**config.mk**
```make
export PLATFORM = sky130hd
export DESIGN_NAME = inst_prefetch_queue_flat
export DESIGN_NICKNAME = d
export VERILOG_FILES = /design/src/rtl/inst_prefetch_queue_if.sv /design/src/rtl/inst_prefetch_queue.sv /design/src/flat_wrapper.sv
export SDC_FILE = /design/constraint.sdc
export NUM_CORES = 1
export LEC_CHECK = 0
export ABC_AREA = 1
export ABC_CLOCK_PERIOD_IN_PS = 5500
export CORE_MARGIN = 2
export CORE_UTILIZATION = 45
export DETAILED_ROUTE_END_ITERATION = 10
export GPL_TIMING_DRIVEN = 0
export PLACE_DENSITY = 0.67
export SYNTH_ARGS = -nofsm -noshare
export SYNTH_HDL_FRONTEND = slang
export SYNTH_SLANG_ARGS = --single-unit
```
**constraint.sdc**
```tcl
create_clock -name clk -period 5.5 [get_ports clk]
set_clock_uncertainty 0.1 [all_clocks]
set_input_delay 1.1 -clock clk [delete_from_list [all_inputs] [get_ports clk]]
set_output_delay 1.1 -clock clk [all_outputs]
set_load 0.02 [all_outputs]
```
**src/rtl/inst_prefetch_queue_if.sv**
```systemverilog
// Fetch front-end bundle: redirect from EX, instruction memory request/response,
// and the decode-side valid/ready delivery of {pc, inst}.
interface inst_prefetch_queue_if #(
    parameter int ADDR_WIDTH = 32,
    parameter int INST_WIDTH = 32,
    parameter int DEPTH      = 4
);
    logic                    redirect_valid;
    logic [ADDR_WIDTH-1:0]   redirect_addr;
    logic                    imem_req_valid;
    logic [ADDR_WIDTH-1:0]   imem_req_addr;
    logic [INST_WIDTH-1:0]   imem_rsp_data;
    logic                    out_valid;
    logic                    out_ready;
    logic [ADDR_WIDTH-1:0]   out_pc;
    logic [INST_WIDTH-1:0]   out_inst;
    logic [$clog2(DEPTH):0]  count;

    // Environment side: the core (redirect, decode ready) and instruction memory.
    modport master (
        output redirect_valid, redirect_addr, imem_rsp_data, out_ready,
        input  imem_req_valid, imem_req_addr, out_valid, out_pc, out_inst, count
    );

    // Prefetch queue side.
    modport slave (
        input  redirect_valid, redirect_addr, imem_rsp_data, out_ready,
        output imem_req_valid, imem_req_addr, out_valid, out_pc, out_inst, count
    );
endinterface

```
**src/rtl/inst_prefetch_queue.sv**
```systemverilog
// Instruction prefetch queue: issues sequential fetches to a 1-cycle-latency
// instruction memory, buffers {pc, inst} pairs in a small FIFO and hands them
// to decode. A redirect from EX flushes the queue and restarts fetch at the
// target in the same cycle.
module inst_prefetch_queue #(
    parameter int                    ADDR_WIDTH = 32,
    parameter int                    INST_WIDTH = 32,
    parameter int                    DEPTH      = 4,
    parameter logic [ADDR_WIDTH-1:0] START_ADDR = 32'h00000000
) (
    input  logic                  clk,
    input  logic                  reset,
    inst_prefetch_queue_if.slave  bus
);
    localparam int PW = $clog2(DEPTH);
    localparam int CW = PW + 1;
    localparam logic [INST_WIDTH-1:0] NOP_INST = INST_WIDTH'(32'h00000013);

    logic [ADDR_WIDTH-1:0] fetch_pc_q,    fetch_pc_d;
    logic [PW-1:0]         rd_ptr_q,      rd_ptr_d;
    logic [PW-1:0]         wr_ptr_q,      wr_ptr_d;
    logic [CW-1:0]         count_q,       count_d;
    logic                  inflight_q,    inflight_d;
    logic [ADDR_WIDTH-1:0] inflight_pc_q, inflight_pc_d;

    logic [ADDR_WIDTH-1:0] pc_mem   [DEPTH];
    logic [INST_WIDTH-1:0] inst_mem [DEPTH];

    logic                  push;
    logic                  pop;
    logic                  head_valid;
    logic [CW:0]           credit_used;

    assign head_valid  = (count_q != '0);
    // An outstanding request has already reserved a slot; a same-cycle pop
    // deliberately does not release one, which keeps the full check simple.
    assign credit_used = {1'b0, count_q} + {{CW{1'b0}}, inflight_q};

    // Next-state: reset, then redirect, then normal push/pop/issue.
    always_comb begin
        fetch_pc_d         = fetch_pc_q;
        rd_ptr_d           = rd_ptr_q;
        wr_ptr_d           = wr_ptr_q;
        count_d            = count_q;
        inflight_d         = inflight_q;
        inflight_pc_d      = inflight_pc_q;
        push               = 1'b0;
        pop                = 1'b0;
        bus.imem_req_valid = 1'b0;
        bus.imem_req_addr  = fetch_pc_q;

        if (reset) begin
            fetch_pc_d = START_ADDR;
            rd_ptr_d   = '0;
            wr_ptr_d   = '0;
            count_d    = '0;
            inflight_d = 1'b0;
        end else if (bus.redirect_valid) begin
            // Flush everything, drop the returning stale word, and fetch the
            // target right away through the address bypass.
            bus.imem_req_valid = 1'b1;
            bus.imem_req_addr  = bus.redirect_addr;
            fetch_pc_d         = bus.redirect_addr + ADDR_WIDTH'(4);
            inflight_d         = 1'b1;
            inflight_pc_d      = bus.redirect_addr;
            rd_ptr_d           = '0;
            wr_ptr_d           = '0;
            count_d            = '0;
        end else begin
            push = inflight_q;
            pop  = head_valid && bus.out_ready;
            if (push) wr_ptr_d = wr_ptr_q + PW'(1);
            if (pop)  rd_ptr_d = rd_ptr_q + PW'(1);
            if (push && !pop)      count_d = count_q + CW'(1);
            else if (!push && pop) count_d = count_q - CW'(1);

            if (credit_used < (CW+1)'(DEPTH)) begin
                bus.imem_req_valid = 1'b1;
                fetch_pc_d         = fetch_pc_q + ADDR_WIDTH'(4);
                inflight_d         = 1'b1;
                inflight_pc_d      = fetch_pc_q;
            end else begin
                inflight_d = 1'b0;
            end
        end
    end

    // Control state register.
    always_ff @(posedge clk) begin
        fetch_pc_q    <= fetch_pc_d;
        rd_ptr_q      <= rd_ptr_d;
        wr_ptr_q      <= wr_ptr_d;
        count_q       <= count_d;
        inflight_q    <= inflight_d;
        inflight_pc_q <= inflight_pc_d;
    end

    // FIFO storage: the returning word is tagged with the PC that requested it.
    always_ff @(posedge clk) begin
        if (push) begin
            pc_mem[wr_ptr_q]   <= inflight_pc_q;
            inst_mem[wr_ptr_q] <= bus.imem_rsp_data;
        end
    end

    // Decode-side view of the head entry; NOP and PC 0 whenever nothing is offered.
    always_comb begin
        bus.out_valid = !reset && head_valid;
        bus.out_pc    = '0;
        bus.out_inst  = NOP_INST;
        if (bus.out_valid) begin
            bus.out_pc   = pc_mem[rd_ptr_q];
            bus.out_inst = inst_mem[rd_ptr_q];
        end
    end

    assign bus.count = count_q;

endmodule
```
**src/flat_wrapper.sv**
```systemverilog
// flat-port wrapper written by rule: the top's interface ports become plain ports
module inst_prefetch_queue_flat 
#(
    parameter int                    ADDR_WIDTH = 32,
    parameter int                    INST_WIDTH = 32,
    parameter int                    DEPTH      = 4,
    parameter logic [ADDR_WIDTH-1:0] START_ADDR = 32'h00000000
)
  (clk, reset, bus_redirect_valid, bus_redirect_addr, bus_imem_rsp_data, bus_out_ready, bus_imem_req_valid, bus_imem_req_addr, bus_out_valid, bus_out_pc, bus_out_inst, bus_count);
  inst_prefetch_queue_if #(.ADDR_WIDTH(ADDR_WIDTH), .INST_WIDTH(INST_WIDTH), .DEPTH(DEPTH)) bus_i ();
  input  logic clk;
  input  logic reset;
  input wire logic [$bits(bus_i.redirect_valid)-1:0] bus_redirect_valid;
  input wire logic [$bits(bus_i.redirect_addr)-1:0] bus_redirect_addr;
  input wire logic [$bits(bus_i.imem_rsp_data)-1:0] bus_imem_rsp_data;
  input wire logic [$bits(bus_i.out_ready)-1:0] bus_out_ready;
  output wire logic [$bits(bus_i.imem_req_valid)-1:0] bus_imem_req_valid;
  output wire logic [$bits(bus_i.imem_req_addr)-1:0] bus_imem_req_addr;
  output wire logic [$bits(bus_i.out_valid)-1:0] bus_out_valid;
  output wire logic [$bits(bus_i.out_pc)-1:0] bus_out_pc;
  output wire logic [$bits(bus_i.out_inst)-1:0] bus_out_inst;
  output wire logic [$bits(bus_i.count)-1:0] bus_count;
  assign bus_i.redirect_valid = bus_redirect_valid;
  assign bus_i.redirect_addr = bus_redirect_addr;
  assign bus_i.imem_rsp_data = bus_imem_rsp_data;
  assign bus_i.out_ready = bus_out_ready;
  assign bus_imem_req_valid = bus_i.imem_req_valid;
  assign bus_imem_req_addr = bus_i.imem_req_addr;
  assign bus_out_valid = bus_i.out_valid;
  assign bus_out_pc = bus_i.out_pc;
  assign bus_out_inst = bus_i.out_inst;
  assign bus_count = bus_i.count;
  inst_prefetch_queue #(.ADDR_WIDTH(ADDR_WIDTH), .INST_WIDTH(INST_WIDTH), .DEPTH(DEPTH), .START_ADDR(START_ADDR)) u_core (.clk(clk), .reset(reset), .bus(bus_i));
endmodule
```
==> results of run 1 <==
## critical path, delay by kind of cell
family                 cells  cell delay [ps]
buffers and inverters      4             1830
and+or+nand+nor            1              810
## cell families after synthesis
logic type	Yosys count	share of synthesized area, %
DFF	330	67.0
and+or+nand+nor	558	16.6
adders and majority gates	7	0.671
xor gates and xnor gates	7	0.433
buffers and inverters	156	4.66
AOI/OAI and AO/OA	298	10.7
## worst min-delay path by stage
stage                                            from                                end  slack [ps]  depth (start not counted)
finish                u_core.rd_ptr_q[0]$_SDFFE_PP0P_    u_core.rd_ptr_q[0]$_SDFFE_PP0P_         370                          1
global route        u_core.fetch_pc_q[4]$_SDFFE_PP0N_  u_core.fetch_pc_q[4]$_SDFFE_PP0N_         400                          2
CTS                 u_core.fetch_pc_q[4]$_SDFFE_PP0N_  u_core.fetch_pc_q[4]$_SDFFE_PP0N_         380                          2
detailed placement  u_core.fetch_pc_q[4]$_SDFFE_PP0N_  u_core.fetch_pc_q[4]$_SDFFE_PP0N_         370                          2
global placement      u_core.rd_ptr_q[0]$_SDFFE_PP0P_    u_core.rd_ptr_q[0]$_SDFFE_PP0P_         350                          1
floorplan             u_core.rd_ptr_q[1]$_SDFFE_PP0P_                          flip-flop         340                          2
## power by group through the flow
stage	clock network, mW	registers (mW)	logic [mW]
floorplan	0	2.89	0.332
global placement	0	2.90	0.604
detailed placement	0	2.90	0.618
CTS	2.43	2.85	0.622
global route	2.53	2.86	0.677
finish	2.40	2.85	0.621
## metrics by stage
stage          std cells  setup slack (ps)  cell area, um2
2_1_floorplan       1356               349           14200
3_3_place_gp        1919             -1980           16300
3_5_place_dp        1927               527           16500
4_1_cts             1988               525           17700
5_1_grt             1988               344           17700
6_report            1988               542           17700
## cells in the mapped netlist
library cell / n
xor2_1: 3
inv_6: 1
inv_2: 1
nand2_4: 7
ha_1: 6
inv_1: 83
nor2_2: 7
nand2_1: 157
buf_1: 13
buf_12: 1
nand4_1: 1
nand3b_1: 2
and2_1: 1
clkbuf_1: 46
nor2_4: 6
nor3_1: 2
xnor2_1: 4
o21ai_0: 190
buf_2: 4
dfxtp_1: 42
o21ai_2: 1
buf_6: 5
edfxtp_1: 288
nor2_1: 310
nand2_2: 34
buf_8: 1
clkinv_1: 1
nand3_1: 28
a21oi_1: 98
a31oi_1: 1
o21ai_1: 4
or2_2: 3
o311ai_0: 3
fa_1: 1
o31ai_1: 1
## flip-flops by register name, indices dropped and copies added (netlist names), named ones only
signal	count
u_core.inst_mem	128
u_core.pc_mem	128
u_core.fetch_pc_q	32
u_core.inflight_pc_q	32
u_core.bus.count	3
u_core.rd_ptr_q	2
u_core.wr_ptr_q	2
u_core.inflight_q	1
## per-layer routing
layer  vias to the layer above  GRT usage, %  wire length (um)
met1                      4828          29.3             15500
met2                       403          34.7             16300
li1                       5039             -                 -
met4                         0          5.76               688
met5                         -             0                 0
met3                        51          2.73              2290
## cell type report
cell class | instances | area (um2) | area share, %
flip-flops and latches | 330 | 9490 | 53.6
plain buffers | 70 | 333 | 1.88
clock buffers | 42 | 902 | 5.09
inverters | 86 | 328 | 1.85
multi-input cells | 870 | 4060 | 22.9
repair buffers | 175 | 1840 | 10.4
clock inverters | 19 | 275 | 1.55
well taps | 396 | 495 | 2.80
==> impl_metrics.toml, run 1 <==
[routing]
routed_wl_um = 34700
via_per_inst = 5.19
routedWlPerCell_um = 17.5
ant_nets = 0
firstDrtPassIters = 5
drc = 0
vias = 10321
first_iter_violations = 847

[sta]
setup_viol = 0
setup_tns_ps = 0
slew_viol_final = 0
relSlewSlack_pct = 39.0
worstMarginPinSlew_ps = 913
post-route-period-util_pct = 90.1
hold_viol = 0
clock.fmax_mhz = 202
finalHoldWorstSlack_ps = 374
grt_setup_unrepaired = "no"
min_period_ps = 4960

[synth]
syn_inst = 1356
yosysWarnings = 0
yosysTopAreaCellShare_pct = 61.0
synth_cell_types = 35
syn_area_um2 = 14200
postSynthAreaPerCell_um2 = 10.4
yosysTopAreaCell = "edfxtp_1"
synth_nets = 1431
ys_ff_latch = 330
synthTopCellsByArea = "edfxtp_1 (61%), nor2_1 (8.2%), o21ai_0 (6.7%)"
seq_area_frac_synth_pct = 67.0

[worst_setup_path]
cp-startpoint = "reset"
cpMaxStageDelayCell = "nor2_4"
start_kind = "input pin"
path_cells = "clkdlybuf4s50_1 -> clkbuf_1 -> clkbuf_1 -> nor2_4 -> clkdlybuf4s50_1"
critPathMaxStageDelay_ps = 810
path_class = "in2out"
endpoint_kind = "output port"
regToRegEndpoint = "u_core.inflight_pc_q[28]$_DFFE_PP_"
cp_data_required_time_ps = 4300
r2r_setup_slack_ps = 3140
endpoint = "bus_imem_req_valid"
arrival_ps = 3760
cp_max_fo = 34
rr_startpoint = "u_core.bus.count[0]$_SDFFE_PP0P_"
rr_worst_depth = 6

[pwr]
p_switching_mw = 1.36
p_seq_share_pct = 48.6
pwr-share-clk_pct = 40.9
leakage_nw = 6.38
p_per_area_nw_per_um2 = 331
p_total_mw = 5.87
vdd_drop_max_uv = 204
power_frac_comb_pct = 10.6
power.internal_mw = 4.51
p_sw_share_pct = 23.2

[run_status]
status = "completed"

[die]
ioPinCount = 169
die_x_um = 181
fp.dieArea_um2 = 32900
start_util_pct = 46.0
rows = 64
die_h_um = 181
coreArea_um2 = 30800

[final_layout]
syn2layout_area_growth_pct = 25.1
fillers = 2569
layout_commonest_cell = "nor2_1"
final_util_pct = 57.5
diodes = 0
nets = 1643
layout_common_cells = "nor2_1 (305), edfxtp_1 (288), o21ai_0 (190), clkdlybuf4s50_1 (167), nand2_1 (157)"
layout-drive-gt1-share_pct = 8.54

[global_route]
grt_usage_pct = 21.0
overflow = 0
grt_max_degree = 35
antenna_found_initial = 0
grt_first_pass_wirelength_um = 53800
grt_pass1_vias = 9886

[cts]
postCtsSetupRepairBufs = 0
root_buffer = "clkbuf_16"
path_clk_slew_ps = 60
post_cts_resized = 0
cts_tree = "yes"
cts_buffers = 35
clock_path_buffers = 3
cts-hold-fix-buffers = 0
cts_max_level = 2
cts.sinks = 330
insertion_delay_ps = 510

[placed_design]
port_buffers = 167
place.detailed.hpwl_um = 23300
place.gp.congestion = 0.914

[flow_run]
max_cap_viol_count = 0

[worst_hold_path]
hold_class = "reg2reg"
(Power assumes the default switching activity.)
==> run 2: changes to the inputs <==
--- a/config.mk
+++ b/config.mk
@@ -10,7 +10,6 @@
 export CORE_MARGIN = 2
 export CORE_UTILIZATION = 45
 export DETAILED_ROUTE_END_ITERATION = 10
-export GPL_TIMING_DRIVEN = 0
 export PLACE_DENSITY = 0.67
 export SYNTH_ARGS = -nofsm -noshare
 export SYNTH_HDL_FRONTEND = slang
==> impl_metrics.toml, run 2 (synthesis results as in run 1) <==
[sta]
post-route-period-util_pct = 82.1
slew_viol_final = 0
relSlewSlack_pct = 41.5
setup_tns_ps = 0
setup_viol = 0
hold_viol = 0
worstMarginPinSlew_ps = 878
min_period_ps = 4520
finalHoldWorstSlack_ps = 359
clock.fmax_mhz = 221
grt_setup_unrepaired = "no"

[final_layout]
reg_top3 = "u_core.inst_mem: 128 flops, u_core.pc_mem: 128 flops"
diodes = 0
layout-drive-gt1-share_pct = 9.28
nets = 1589
final_util_pct = 56.6
layout_commonest_cell = "nor2_1"
layout_common_cells = "nor2_1 (305), edfxtp_1 (288), o21ai_0 (190), clkdlybuf4s50_1 (168), nand2_1 (156)"
syn2layout_area_growth_pct = 23.2

[cts]
cts_tree = "yes"
insertion_delay_ps = 510
clock_path_buffers = 3
cts_max_level = 2
path_clk_slew_ps = 60
post_cts_resized = 0
cts.sinks = 330
cts-hold-fix-buffers = 0
root_buffer = "clkbuf_16"
postCtsSetupRepairBufs = 0
cts_buffers = 36

[worst_setup_path]
cp_max_fo = 24
rr_startpoint = "u_core.fetch_pc_q[2]$_SDFFE_PP0N_"
arrival_ps = 3320
start_kind = "input pin"
endpoint_kind = "output port"
cp_data_required_time_ps = 4300
path_class = "in2out"
cp-startpoint = "reset"

[global_route]
grt_usage_pct = 20.0
overflow = 0
antenna_found_initial = 0
grt_pass1_vias = 9457
grt_first_pass_wirelength_um = 51800
grt_max_degree = 75

[die]
coreArea_um2 = 30800
die_x_um = 181
start_util_pct = 46.0
rows = 64
ioPinCount = 169
die_h_um = 181
fp.dieArea_um2 = 32900

[routing]
first_iter_violations = 858
via_per_inst = 5.16
routedWlPerCell_um = 17.3
ant_nets = 0
firstDrtPassIters = 5
vias = 9992
drc = 0
routed_wl_um = 33400

[placed_design]
port_buffers = 168
place.gp.congestion = 0.845
place.detailed.hpwl_um = 19900

[run_status]
status = "completed"

[pwr]
leakage_nw = 6.31
p_total_mw = 5.86
p_per_area_nw_per_um2 = 336
vdd_drop_max_uv = 186

[worst_hold_path]
hold_class = "reg2reg"
hp-start = "u_core.rd_ptr_q[1]$_SDFFE_PP0P_"

[flow_run]
max_cap_viol_count = 0
[run 2: per-layer routing]
metal | vias to the layer above | GRT usage (%) | part of all wire (%)
met3 | 35 | 3.41 | 5.9
met1 | 4682 | 28.0 | 46
li1 | 4930 | - | -
met2 | 345 | 32.6 | 47
met5 | - | 0 | 0
met4 | 0 | 5.01 | 1.8
[run 2: through the flow]
step,cell area (um2),instances,worst slack (ps)
finish,17500,1937,982
global route,17500,1937,781
CTS,17500,1937,942
detailed placement,16300,1872,1000
global placement,16300,1872,970
floorplan,14200,1356,349
[run 2: cell type report]
cell class | count | area (um2)
Clock buffer | 49 | 1000
Clock inverter | 16 | 188
Fill cell | 2578 | 13400
Inverter | 86 | 328
Multi-Input combinational cell | 870 | 4060
Sequential cell | 330 | 9490
Tap cell | 396 | 495
Timing Repair Buffer | 190 | 1900
[run 2: critical path, stage by stage]
cell and delay, ps:
clkdlybuf4s50_1 500, clkinv_1 100, nand2_2 540, inv_1 200, o311ai_0 160, clkdlybuf4s50_1 700
[run 2: final timing paths]
| check | to | slack (ps) | depth (start not counted) |
|---|---|---|---|
| max | bus_out_inst[1] | 980 | 6 |
| min | flip-flop | 360 | 2 |
| max reg2reg | u_core.fetch_pc_q[24]$_SDFFE_PP0N_ | 3360 | 10 |
| min reg2reg | flip-flop | 360 | 2 |
[run 2: power by group]
part / internal, mW / switching (mW)
Clock: 1.47 / 0.943
Combinational: 0.234 / 0.362
Sequential: 2.81 / 0.0505
